### src/rtl/ringosc_pkg.sv
// Shared types and constants for the ring-oscillator measurement controller.
// Latency: n/a (declarations only).
// Backpressure: n/a.
package ringosc_pkg;

    // Controller phases: IDLE waits for a command, SETTLE lets the oscillator
    // stabilise, GATE counts edges, DONE presents the result.
    typedef enum logic [1:0] {
        IDLE   = 2'd0,
        SETTLE = 2'd1,
        GATE   = 2'd2,
        DONE   = 2'd3
    } state_t;

    // Divider select codes understood by the oscillator macro.
    localparam logic [2:0] CLKMUX_DIV1 = 3'b000;
    localparam logic [2:0] CLKMUX_DIV2 = 3'b001;
    localparam logic [2:0] CLKMUX_DIV4 = 3'b010;
    localparam logic [2:0] CLKMUX_DIV8 = 3'b011;

    localparam int DEFAULT_TRIM_BITS = 26;

    // Bits needed for a counter that must reach max_val inclusive.
    function automatic int cnt_w(input int max_val);
        return (max_val < 1) ? 1 : $clog2(max_val + 1);
    endfunction

endpackage

### src/rtl/ringosc_edge_sync.sv
// Brings an asynchronous clock-like signal into clk and flags its rising edges.
// Latency: an input rise shows up as a one-cycle pulse 2-3 clk cycles later.
// Backpressure: none; the pulse is free-running and must be consumed every cycle.
//
// Ports:
//   clk        system clock
//   rst_n      asynchronous active-low reset (all flops to 0)
//   async_in   asynchronous input, must toggle slower than clk/2
//   edge_pulse one-cycle pulse per rising edge of async_in
module ringosc_edge_sync (
    input  logic clk,
    input  logic rst_n,
    input  logic async_in,
    output logic edge_pulse
);

    logic sync1;
    logic sync2;
    logic sync3;

    // sync1/sync2 resolve metastability; sync3 is the delayed copy used only
    // for edge detection so the pulse is built from settled values.
    always_ff @(posedge clk or negedge rst_n) begin
        if (!rst_n) begin
            sync1 <= 1'b0;
            sync2 <= 1'b0;
            sync3 <= 1'b0;
        end else begin
            sync1 <= async_in;
            sync2 <= sync1;
            sync3 <= sync2;
        end
    end

    assign edge_pulse = sync2 & ~sync3;

endmodule

### src/rtl/ringosc_meter.sv
// Ring-oscillator controller and frequency counter: start, settle, gate, report.
// Latency: result SETTLE_CYCLES+cmd_gate+1 clks after the accept edge.
// Backpressure: cmd_ready only in IDLE; result held in DONE until res_ready.
//
// Ports:
//   clk, rst_n                      system clock, async active-low reset
//   cmd_valid/cmd_ready             measurement request handshake
//   cmd_trim, cmd_clkmux, cmd_gate  trim code, divider select, gate length
//   cmd_cont                        continuous mode (only with RINGOSC_METER_CONT_EN)
//   abort                           synchronous cancel from any state
//   busy                            high whenever not IDLE
//   res_valid/res_ready             result handshake
//   res_count, res_sat              edge count and saturation flag
//   osc_start, osc_trim, osc_clkmux controls to the oscillator macro
//   osc_clk_in                      oscillator clock, asynchronous to clk
//
// Optional feature macro: RINGOSC_METER_CONT_EN adds back-to-back gated
// measurements without re-settling; without it the block is single-shot.
module ringosc_meter
    import ringosc_pkg::*;
#(
    parameter int TRIM_BITS     = DEFAULT_TRIM_BITS,
    parameter int GATE_W        = 16,
    parameter int COUNT_W       = 16,
    parameter int SETTLE_CYCLES = 64
) (
    input  logic                 clk,
    input  logic                 rst_n,
    input  logic                 cmd_valid,
    output logic                 cmd_ready,
    input  logic [TRIM_BITS-1:0] cmd_trim,
    input  logic [2:0]           cmd_clkmux,
    input  logic [GATE_W-1:0]    cmd_gate,
`ifdef RINGOSC_METER_CONT_EN
    input  logic                 cmd_cont,
`endif
    input  logic                 abort,
    output logic                 busy,
    output logic                 res_valid,
    input  logic                 res_ready,
    output logic [COUNT_W-1:0]   res_count,
    output logic                 res_sat,
    output logic                 osc_start,
    output logic [TRIM_BITS-1:0] osc_trim,
    output logic [2:0]           osc_clkmux,
    input  logic                 osc_clk_in
);

    localparam int SET_W = cnt_w(SETTLE_CYCLES);

    state_t              state;
    state_t              state_d;
    logic [SET_W-1:0]    settle_cnt;
    logic [GATE_W-1:0]   gate_len;
    logic [GATE_W-1:0]   gate_cnt;
    logic                cont_q;
    logic                edge_pulse;

    logic                accept;
    logic                hs;
    logic                load_win;
    logic                osc_start_d;

    ringosc_edge_sync u_edge_sync (
        .clk        (clk),
        .rst_n      (rst_n),
        .async_in   (osc_clk_in),
        .edge_pulse (edge_pulse)
    );

`ifdef RINGOSC_METER_CONT_EN
    always_ff @(posedge clk or negedge rst_n) begin
        if (!rst_n) begin
            cont_q <= 1'b0;
        end else if (accept) begin
            cont_q <= cmd_cont;
        end
    end
`else
    assign cont_q = 1'b0;
`endif

    // ------------------------------------------------------------------
    // Next-state logic
    // ------------------------------------------------------------------
    always_comb begin
        state_d     = state;
        accept      = 1'b0;
        load_win    = 1'b0;
        hs          = res_valid && res_ready;
        osc_start_d = 1'b0;

        if (abort) begin
            state_d = IDLE;
        end else begin
            case (state)
                IDLE: begin
                    if (cmd_valid && cmd_ready) begin
                        accept  = 1'b1;
                        state_d = SETTLE;
                    end
                end
                SETTLE: begin
                    if (settle_cnt == SET_W'(SETTLE_CYCLES)) begin
                        load_win = 1'b1;
                        state_d  = (gate_len == '0) ? DONE : GATE;
                    end
                end
                GATE: begin
                    // gate_cnt is loaded with a non-zero length, so reaching 1
                    // marks the final counting cycle.
                    if (gate_cnt == GATE_W'(1)) begin
                        state_d = DONE;
                    end
                end
                DONE: begin
                    if (hs) begin
                        if (cont_q) begin
                            // Oscillator is already running: reopen the gate
                            // immediately with a fresh count.
                            load_win = 1'b1;
                            state_d  = (gate_len == '0) ? DONE : GATE;
                        end else begin
                            state_d = IDLE;
                        end
                    end
                end
                default: state_d = IDLE;
            endcase
        end

        // Start rises one cycle after accept (first SETTLE->SETTLE edge),
        // stays up through the gate, and only survives DONE in continuous mode.
        osc_start_d = (state == SETTLE && state_d == SETTLE) ||
                      (state_d == GATE) ||
                      (state_d == DONE && cont_q);
    end

    always_ff @(posedge clk or negedge rst_n) begin
        if (!rst_n) begin
            state <= IDLE;
        end else begin
            state <= state_d;
        end
    end

    // ------------------------------------------------------------------
    // Registered outputs and datapath
    // ------------------------------------------------------------------
    always_ff @(posedge clk or negedge rst_n) begin
        if (!rst_n) begin
            cmd_ready  <= 1'b0;
            busy       <= 1'b0;
            osc_start  <= 1'b0;
            res_valid  <= 1'b0;
            osc_trim   <= '0;
            osc_clkmux <= '0;
            gate_len   <= '0;
            settle_cnt <= '0;
            gate_cnt   <= '0;
            res_count  <= '0;
            res_sat    <= 1'b0;
        end else begin
            cmd_ready <= (state_d == IDLE);
            busy      <= (state_d != IDLE);
            osc_start <= osc_start_d;
            // Dropping on the handshake lets a DONE->DONE re-entry present a
            // new result rather than appearing to hold the consumed one.
            res_valid <= (state_d == DONE) && !hs;

            if (accept) begin
                osc_trim   <= cmd_trim;
                osc_clkmux <= cmd_clkmux;
                gate_len   <= cmd_gate;
            end

            settle_cnt <= (state == SETTLE && state_d == SETTLE) ?
                          settle_cnt + SET_W'(1) : '0;

            if (state_d == IDLE) begin
                gate_cnt  <= '0;
                res_count <= '0;
                res_sat   <= 1'b0;
            end else if (load_win) begin
                gate_cnt  <= gate_len;
                res_count <= '0;
                res_sat   <= 1'b0;
            end else if (state == GATE) begin
                gate_cnt <= gate_cnt - GATE_W'(1);
                if (edge_pulse) begin
                    if (res_count == '1) begin
                        res_sat <= 1'b1;
                    end else begin
                        res_count <= res_count + COUNT_W'(1);
                    end
                end
            end
        end
    end

endmodule

### config.mk
export PLATFORM = sky130hd
export DESIGN_NAME = ringosc_meter
export DESIGN_NICKNAME = d
export VERILOG_FILES = /design/src/rtl/ringosc_pkg.sv /design/src/rtl/ringosc_edge_sync.sv /design/src/rtl/ringosc_meter.sv
export SDC_FILE = /design/constraint.sdc
export NUM_CORES = 1
export LEC_CHECK = 0
export ABC_AREA = 1
export BUFFER_PORTS_ARGS = -buffer_cell sky130_fd_sc_hd__buf_2
export CAP_MARGIN = 20
export CORE_ASPECT_RATIO = 1.2
export CORE_MARGIN = 2
export CORE_UTILIZATION = 36
export CTS_BUF_LIST = sky130_fd_sc_hd__clkbuf_16
export DETAILED_ROUTE_END_ITERATION = 10
export GPL_ROUTABILITY_DRIVEN = 0
export PLACE_DENSITY_LB_ADDON = 0.08
export REMOVE_ABC_BUFFERS = 1
export SLEW_MARGIN = 10
export SYNTH_ARGS = -nofsm -noshare
export SYNTH_HDL_FRONTEND = slang
export SYNTH_HIERARCHICAL = 1
export SYNTH_SLANG_ARGS = --single-unit
### constraint.sdc
create_clock -name clk -period 3.2 [get_ports clk]
set_clock_uncertainty 0.05 [all_clocks]
set_input_delay 0.32 -clock clk [delete_from_list [all_inputs] [get_ports clk]]
set_output_delay 0.32 -clock clk [all_outputs]
set_load 0.02 [all_outputs]
* After elaboration in Yosys (flattened, before gate mapping) *
Cells that the tools add are included.

storage, ports and cells
  register bits after elaboration = 94
  output and inout port bits = 50

operators by class
  equal/unequal tests = 10
  bitwise operators = 2
  $add $sub $neg = 3
  reduce and logical (&&, ||, !) cells = 15
  mux-type cells = 27

operators with widths
  kind                     count
  $mux W16                 8
  $add A16 B1 Y16 const B  1
  $eq A16 B1 Y1 const B    1
  $eq A16 B16 Y1 const B   1
  $logic_not A16 Y1        1
  $sub A16 B1 Y16 const B  1
  $mux W1                  12
  $mux W2                  5
  $reduce_bool A3 Y1       3
  $eq A2 B2 Y1 const B     4
  $pmux W2 S4              1
  $add A7 B1 Y7 const B    1
  $eq A7 B7 Y1 const B     1
  $mux W7                  1
  $reduce_and A3 Y1        2
  $eq A2 B1 Y1 const B     2
  $logic_and A1 B1 Y1      4
  $logic_not A2 Y1         2
  $ne A3 B3 Y1 const B     1
  $reduce_bool A2 Y1       1
  $and A1 B1 Y1            1
  $logic_not A1 Y1         1
  $logic_or A1 B1 Y1       1
  $not A1 Y1               1

* Logic depth before layout (Yosys ltp) *
Gate-level depths: netlist of run 1.

  depth in word-level cells = 8
  gate-level depth with buffers = 13
  depth with buffers taken out = 12

* Hierarchy *
The synthesis of run 1 kept the hierarchy.

modules (own cells, without submodules)
  module             area each (um2)  seq. area each (um2)  cells each  times used
  ringosc_meter      4,606.9          2,277.2               501         1
  ringosc_edge_sync  85.1             75.1                  5           1

* Worst setup path before layout of run 1 *
No wires, ideal clock.

  kind = reg-to-reg
  start = reg res_count[0]
  end = reg res_count[9]
  buffers on the path = 1
  required time = 3.031 ns
  stages on the path, launching flop included = 13
  arrival time = 1.656 ns
  slack = 1.376 ns
  path through = dfrtp_1 > ha_1 > nand3_1 > nor2_1 > nand2_1 > clkinv_1 > nand3_2 > nand2_4 > inv_2 > buf_6 > nand3b_1 > xor2_1 > nor2_1

on the way
  longest elaborated chain between the ends = 6
  elaborated cells on any way between the ends = 9
  those cells by class = add/sub (1); eq/ne (2); mux (5); reduce/logical (1)

ends and longest elaborated chain
  element                 line                  RTL
  start, declared         ringosc_meter.sv:41   output logic [COUNT_W-1:0] res_count,
  start signal, assigned  ringosc_meter.sv:194  res_count <= res_count + COUNT_W'(1);
  $add A16 B1 Y16         ringosc_meter.sv:194
  $mux W16                ringosc_meter.sv:191  if (res_count == '1) begin
  $mux W16                ringosc_meter.sv:190  if (edge_pulse) begin
  $mux W16                ringosc_meter.sv:188  end else if (state == GATE) begin
  $mux W16                ringosc_meter.sv:184  end else if (load_win) begin
  $mux W16                ringosc_meter.sv:180  if (state_d == IDLE) begin

Several ways; a longest one is shown, not always the timed one. The select of a mux whose other input is x is not followed.
A chain may end at the register's enable or synchronous reset.

* Worst setup path in the final report of run 1 *
  start = reg settle_cnt[0]
  end = reg gate_cnt[13]

on the way
  longest elaborated chain between the ends = 6
  elaborated cells on any way between the ends = 11
  those cells by class = eq/ne (1); mux (8); reduce/logical (2)

ends and longest elaborated chain
  element                                                          line                                        RTL
  start, declared                                                  ringosc_meter.sv:53                         logic [SET_W-1:0] settle_cnt;
  start signal, assigned                                           ringosc_meter.sv:177                        settle_cnt <= (state == SETTLE && state_d == SETTLE) ?
  $eq A7 B7 Y1 (*)                                                 ringosc_meter.sv:104                        if (settle_cnt == SET_W'(SETTLE_CYCLES)) begin
  $mux W2 or $mux W1 (tied branches)                               ringosc_meter.sv:104
  $pmux W2 S4 or $mux W1 (tied branches)                           -
  $mux W2 or $mux W1 (tied branches)                               ringosc_meter.sv:93                         if (abort) begin
  $logic_not A2 Y1 or $mux W16 (tied branches)                     ringosc_meter.sv:180, ringosc_meter.sv:184
  $reduce_bool A3 Y1 (no source line) or $mux W16 (tied branches)  -
  end signal, assigned                                             ringosc_meter.sv:185                        gate_cnt <= gate_len;
  end signal, assigned                                             ringosc_meter.sv:189                        gate_cnt <= gate_cnt - GATE_W'(1);
  end, declared                                                    ringosc_meter.sv:55                         logic [GATE_W-1:0] gate_cnt;

Mark *: on every way between the ends. The rest lies on a longest branch, timed or not.

==> flow_summary.ini, run 1 <==
[worst_hold_path]
hp-class = in2reg

[critical_path]
crit_type = reg2reg
path_cells = inv_1 > ha_1 > nand4_1 > nor2_1 > nand2_1 > buf_4 > inv_1 > o21ai_0 > o211ai_1 > nand2_1
critPathBufInv = 3
critPathLaunchType = register
crit_family = buffers and inverters
crit_path_end_kind = register
required_ns = 3.37
cp_max_fo = 29
worst_path_largest_cell_delay_ns = 0.50
arrival_ns = 2.44
crit_slowest_cell = inv_1

[drt]
wl_mm = 10.8
drc = 0
ant_nets = 0
drtIter0Drc = 140
vias = 3704
wl_per_cell_um = 13.9
first_pass_iters = 4
viasPerCell = 4.79

[sta]
hold-worst-slack_ns = 0.0355
rsz0062_at_grt = false
fin_tns_setup_ns = 0
finalSetupViolCount = 0
finalHoldViolCount = 0
max_slew_margin = 0.542
fin_crit_sh = 0.708
fmax_mhz = 442
worst_slew_pin_slew_ns = 0.687
drv_slew = 0
fin_crit_ns = 2.26

[synthesis]
synth_area_leaders = dfrtp_1 50%, mux2_2 9.8%, nand2_1 7.6%
netlist-cell-type-count = 33
netlist_instances = 506
synth_top_area_frac = 0.501
ys_ff_latch = 94
netlist_area_um2 = 4690
synth-seq-area-share = 0.501
synth_area_per_cell_um2 = 9.27
yosys.area.top_type = dfrtp_1
yosysWarnings = 6

[clocking]
h-tree-depth = 3
numClockSinks = 94
insertion_delay_ns = 0.34
path_clk_slew_ns = 0.06
clockBufferDepth = 2
root_buffer = clkbuf_16
cts_buffers = 9
cts_tree = done
cts-resized-gates = 0

[global_routing]
overflow = 0
grt_pass1_wl_mm = 18.3
grt_max_degree = 51
track_usage = 0.165
antenna_found_initial = 0
grt_pass1_vias = 3816

[power]
p_leak_uw = 0.00280
power.density_nw_per_um2 = 571
ir_drop_v = 0.000306

[place]
place_hpwl_mm = 7.67
io_buffer_count = 100

[final_layout]
nets = 661
diodes = 0
drive_above_1_share = 0.297
area_delta_synth_final_pct = 19.8
final_common_cell = buf_2
final_cell_mix = 99 x buf_2, 95 x nand2_1, 94 x dfrtp_1, 77 x nor2_1, 45 x inv_1

[die]
die_w_um = 108
die_h_um = 129
start_util = 0.370
core-area_um2 = 12700
dieArea_um2 = 14000
rows = 45
ios = 101

[run]
maxCapViolCount = 0

[outcome]
outcome = completed
## timing repair
item	4_1_cts	5_1_grt
hold buffers	1	0
setup buffers	0	0
hold endpoints to repair	12	0
## area by class of cell
| cell class | count | area (µm²) |
|---|---|---|
| repair buffers | 106 | 551 |
| clock buffers | 9 | 225 |
| fillers | 1301 | 7050 |
| clock inverters | 7 | 65.1 |
| flip-flops and latches | 94 | 2350 |
| inverters | 47 | 176 |
| multi-input cells | 347 | 2050 |
| well taps | 164 | 205 |
## synth_stat cells, drive strengths merged
| cell type | number |
|---|---|
| nand2 | 100 |
| dfrtp | 94 |
| nor2 | 84 |
| inv | 46 |
| mux2 | 41 |
| nand3 | 23 |
| nand4 | 20 |
| o211ai | 16 |
| xor2 | 14 |
| buf | 13 |
| o21ai | 13 |
| nor3 | 10 |
| a21oi | 9 |
| a31oi | 5 |
| clkbuf | 5 |
| ha | 5 |
| xnor2 | 5 |
| clkinv | 1 |
| nand3b | 1 |
| nor4 | 1 |
## metal layers
metal	GRT usage	wire length (µm)	up-vias
met5	0	0	-
met4	0.0498	122	0
met3	0.0528	643	7
met2	0.270	5100	97
met1	0.210	4910	1746
li1	-	-	1854
## where the power goes
group | internal (µW) | switching, µW | leakage, µW
clock | 601 | 460 | 0.000144
sequential | 1380 | 116 | 0.00120
combinational | 273 | 378 | 0.00146
total | 2260 | 953 | 0.00280
## cells by family after synthesis
| group | synth area share |
|---|---|
| DFF | 0.501 |
| AOI/OAI and AO/OA | 0.0565 |
| and+or+nand+nor | 0.231 |
| xor gates and xnor gates | 0.0355 |
| adders and majority gates | 0.0133 |
| muxes | 0.0984 |
| buffers and inverters | 0.0640 |
## metrics by stage
stage                     worst slack (ns)   util  cells  power [µW]  cell area (µm²)
after CTS                            0.949  0.444    774        3260             5620
after global placement                1.03  0.420    757        2170             5320
after floorplan                      0.601      -    488        1910             4570
final                                0.936  0.444    774        3210             5620
after detailed placement             0.960  0.420    757        2180             5320
after global routing                 0.665  0.444    774        3400             5620
## registers in the layout, indices dropped and copies added (netlist names), 2 cells and up
| register | count |
|---|---|
| state | 2 |
| gate_cnt | 16 |
| osc_trim | 26 |
| res_count | 16 |
| gate_len | 16 |
| osc_clkmux | 3 |
| settle_cnt | 7 |
## final timing paths
| path | startpoint | to | slack [ns] | depth (start not counted) |
|---|---|---|---|---|
| min in group asynchronous | rst_n | gate_len[3] | 0.50 | 2 |
| worst min-delay path | osc_clk_in | u_edge_sync/sync1 | 0.04 | 1 |
| worst min register to register | u_edge_sync/sync1 | u_edge_sync/sync2 | 0.29 | 0 |
| max in group asynchronous | rst_n | state[0] | 1.83 | 3 |
| worst max register to register | settle_cnt[0] | gate_cnt[13] | 0.94 | 10 |
| worst max-delay path | settle_cnt[0] | gate_cnt[13] | 0.94 | 10 |
Power figures use the tool's default switching activity.
==> run 2, diff against run 1 <==
- clock period: 3.2 -> 2.33 ns (I/O delays scaled with it)
==> flow_summary.ini, run 2 (same netlist as run 1, synthesis figures left out) <==
[outcome]
outcome = completed

[sta]
fin_crit_ns = 1.98
drv_slew = 0
finalSetupViolCount = 0
rsz0062_at_grt = false
worst_slew_pin_slew_ns = 0.671
fmax_mhz = 505
finalHoldViolCount = 0
fin_crit_sh = 0.850
max_slew_margin = 0.549

[global_routing]
met1_usage = 0.214
antenna_found_initial = 0
use_met2 = 0.280
grt-busiest-layer = met2
track_usage = 0.170
grt_pass1_wl_mm = 18.7
grtUsageMet3 = 0.0352
grt_pass1_vias = 3995
overflow = 0
grt_max_degree = 40

[final_layout]
top_register = osc_trim
final_cells = 780
nets = 667
area_delta_synth_final_pct = 20.9
largest_register_ffs = 26
fillCellCount = 1278
final_common_cell = buf_2
diodes = 0
regArea_um2 = 2350
multiInputGateArea_um2 = 2050
final_cell_mix = 99 x buf_2, 95 x nand2_1, 94 x dfrtp_1, 77 x nor2_1, 46 x inv_1
drive_above_1_share = 0.302

[power]
p_leak_uw = 0.00283
ir_drop_v = 0.000441
total_power_uw = 4330
power.density_nw_per_um2 = 764

[critical_path]
reg2reg_depth = 12
crit_path_end_kind = register
cp_max_fo = 11
critPathLaunchType = register
arrival_ns = 2.20
required_ns = 2.55
crit_type = reg2reg
reg2reg_from = res_count[0]
cp-startpoint = res_count[0]

[clocking]
insertion_delay_ns = 0.34
path_clk_slew_ns = 0.07
root_buffer = clkbuf_16
clockBufferDepth = 2
cts_buffers = 9
h-tree-depth = 3
post_cts_buffers = 0
numClockSinks = 94
cts_tree = done

[drt]
first_pass_iters = 4
drc = 0
ant_nets = 0
drtIter0Drc = 153
wl_per_cell_um = 14.3
wl_mm = 11.1
vias = 3818
viasPerCell = 4.89

[worst_hold_path]
holdPathStages = 2
min-delay-start = res_ready
hp-class = in2reg

[die]
ios = 101
core-area_um2 = 12700
rows = 45
die_h_um = 129
die_w_um = 108
dieArea_um2 = 14000
start_util = 0.370

[place]
io_buffer_count = 100
place_hpwl_mm = 8.11
dp.cells = 762

[run]
maxCapViolCount = 0
run 2: changes by cell type in the layout (fill, tap and decap cells not counted), sizes merged:
cell,previous run,this run
dlygate4sd3,1,2
bufinv,1,0
clkinv,7,4
buf,105,110
clkinvlp,0,2
inv,46,48
run 2: path summary, 6_finish.rpt:
path	slack (ns)	endpoint
worst max-delay path	0.35	res_count[13]
worst max register to register	0.35	res_count[13]
max in group asynchronous	1.29	osc_trim[16]
worst min register to register	0.30	u_edge_sync/sync2
min in group asynchronous	0.37	gate_cnt[3]
worst min-delay path	0.03	res_valid
run 2: what timing repair did:
item                                   4_1_cts  5_1_grt
resized for setup                            0        0
hold buffers                                 2        0
endpoints found under the hold margin       38        0
run 2: through the flow:
stage                     instance area [µm²]  setup slack [ns]  setup TNS (ns)  hold slack [ns]  utilization
after global routing                     5670             0.105               0           0.0358        0.448
final                                    5670             0.350               0           0.0254        0.448
after detailed placement                 5390             0.375               0            0.208        0.425
after global placement                   5390             0.390               0            0.213        0.425
after floorplan                          4570            -0.269           -6.45           -0.113            -
after CTS                                5670             0.361               0           0.0126        0.448
run 2: where the power goes:
part	internal, µW	leakage (µW)	total (µW)	switching, µW
clock	716	0.000130	1350	638
sequential	1900	0.00120	2060	158
combinational	389	0.00150	919	530
run 2: cell type report:
| class | count | area share |
|---|---|---|
| Tap cell | 164 | 0.0362 |
| Inverter | 47 | 0.0311 |
| Multi-Input combinational cell | 347 | 0.361 |
| Timing Repair Buffer | 112 | 0.110 |
| Clock inverter | 7 | 0.00728 |
| Clock buffer | 9 | 0.0397 |
| Sequential cell | 94 | 0.415 |
run 2: metal layers:
layer	vias up	part of all wire	wire, µm
li1	1872	-	-
met1	1830	0.45	5040
met2	101	0.48	5300
met3	15	0.047	524
met4	0	0.024	267
met5	-	0	0
run 2: worst max-delay path, cell delays in order, from the launching register on:
cell	delay [ns]
dfrtp_1	0.42
ha_1	0.23
nand3_1	0.11
nor2_1	0.06
nand2_1	0.12
clkinv_1	0.11
nand3_2	0.11
nand2_4	0.08
inv_2	0.18
nand2_1	0.11
o21ai_0	0.18
nand2_1	0.06
nor2_1	0.08
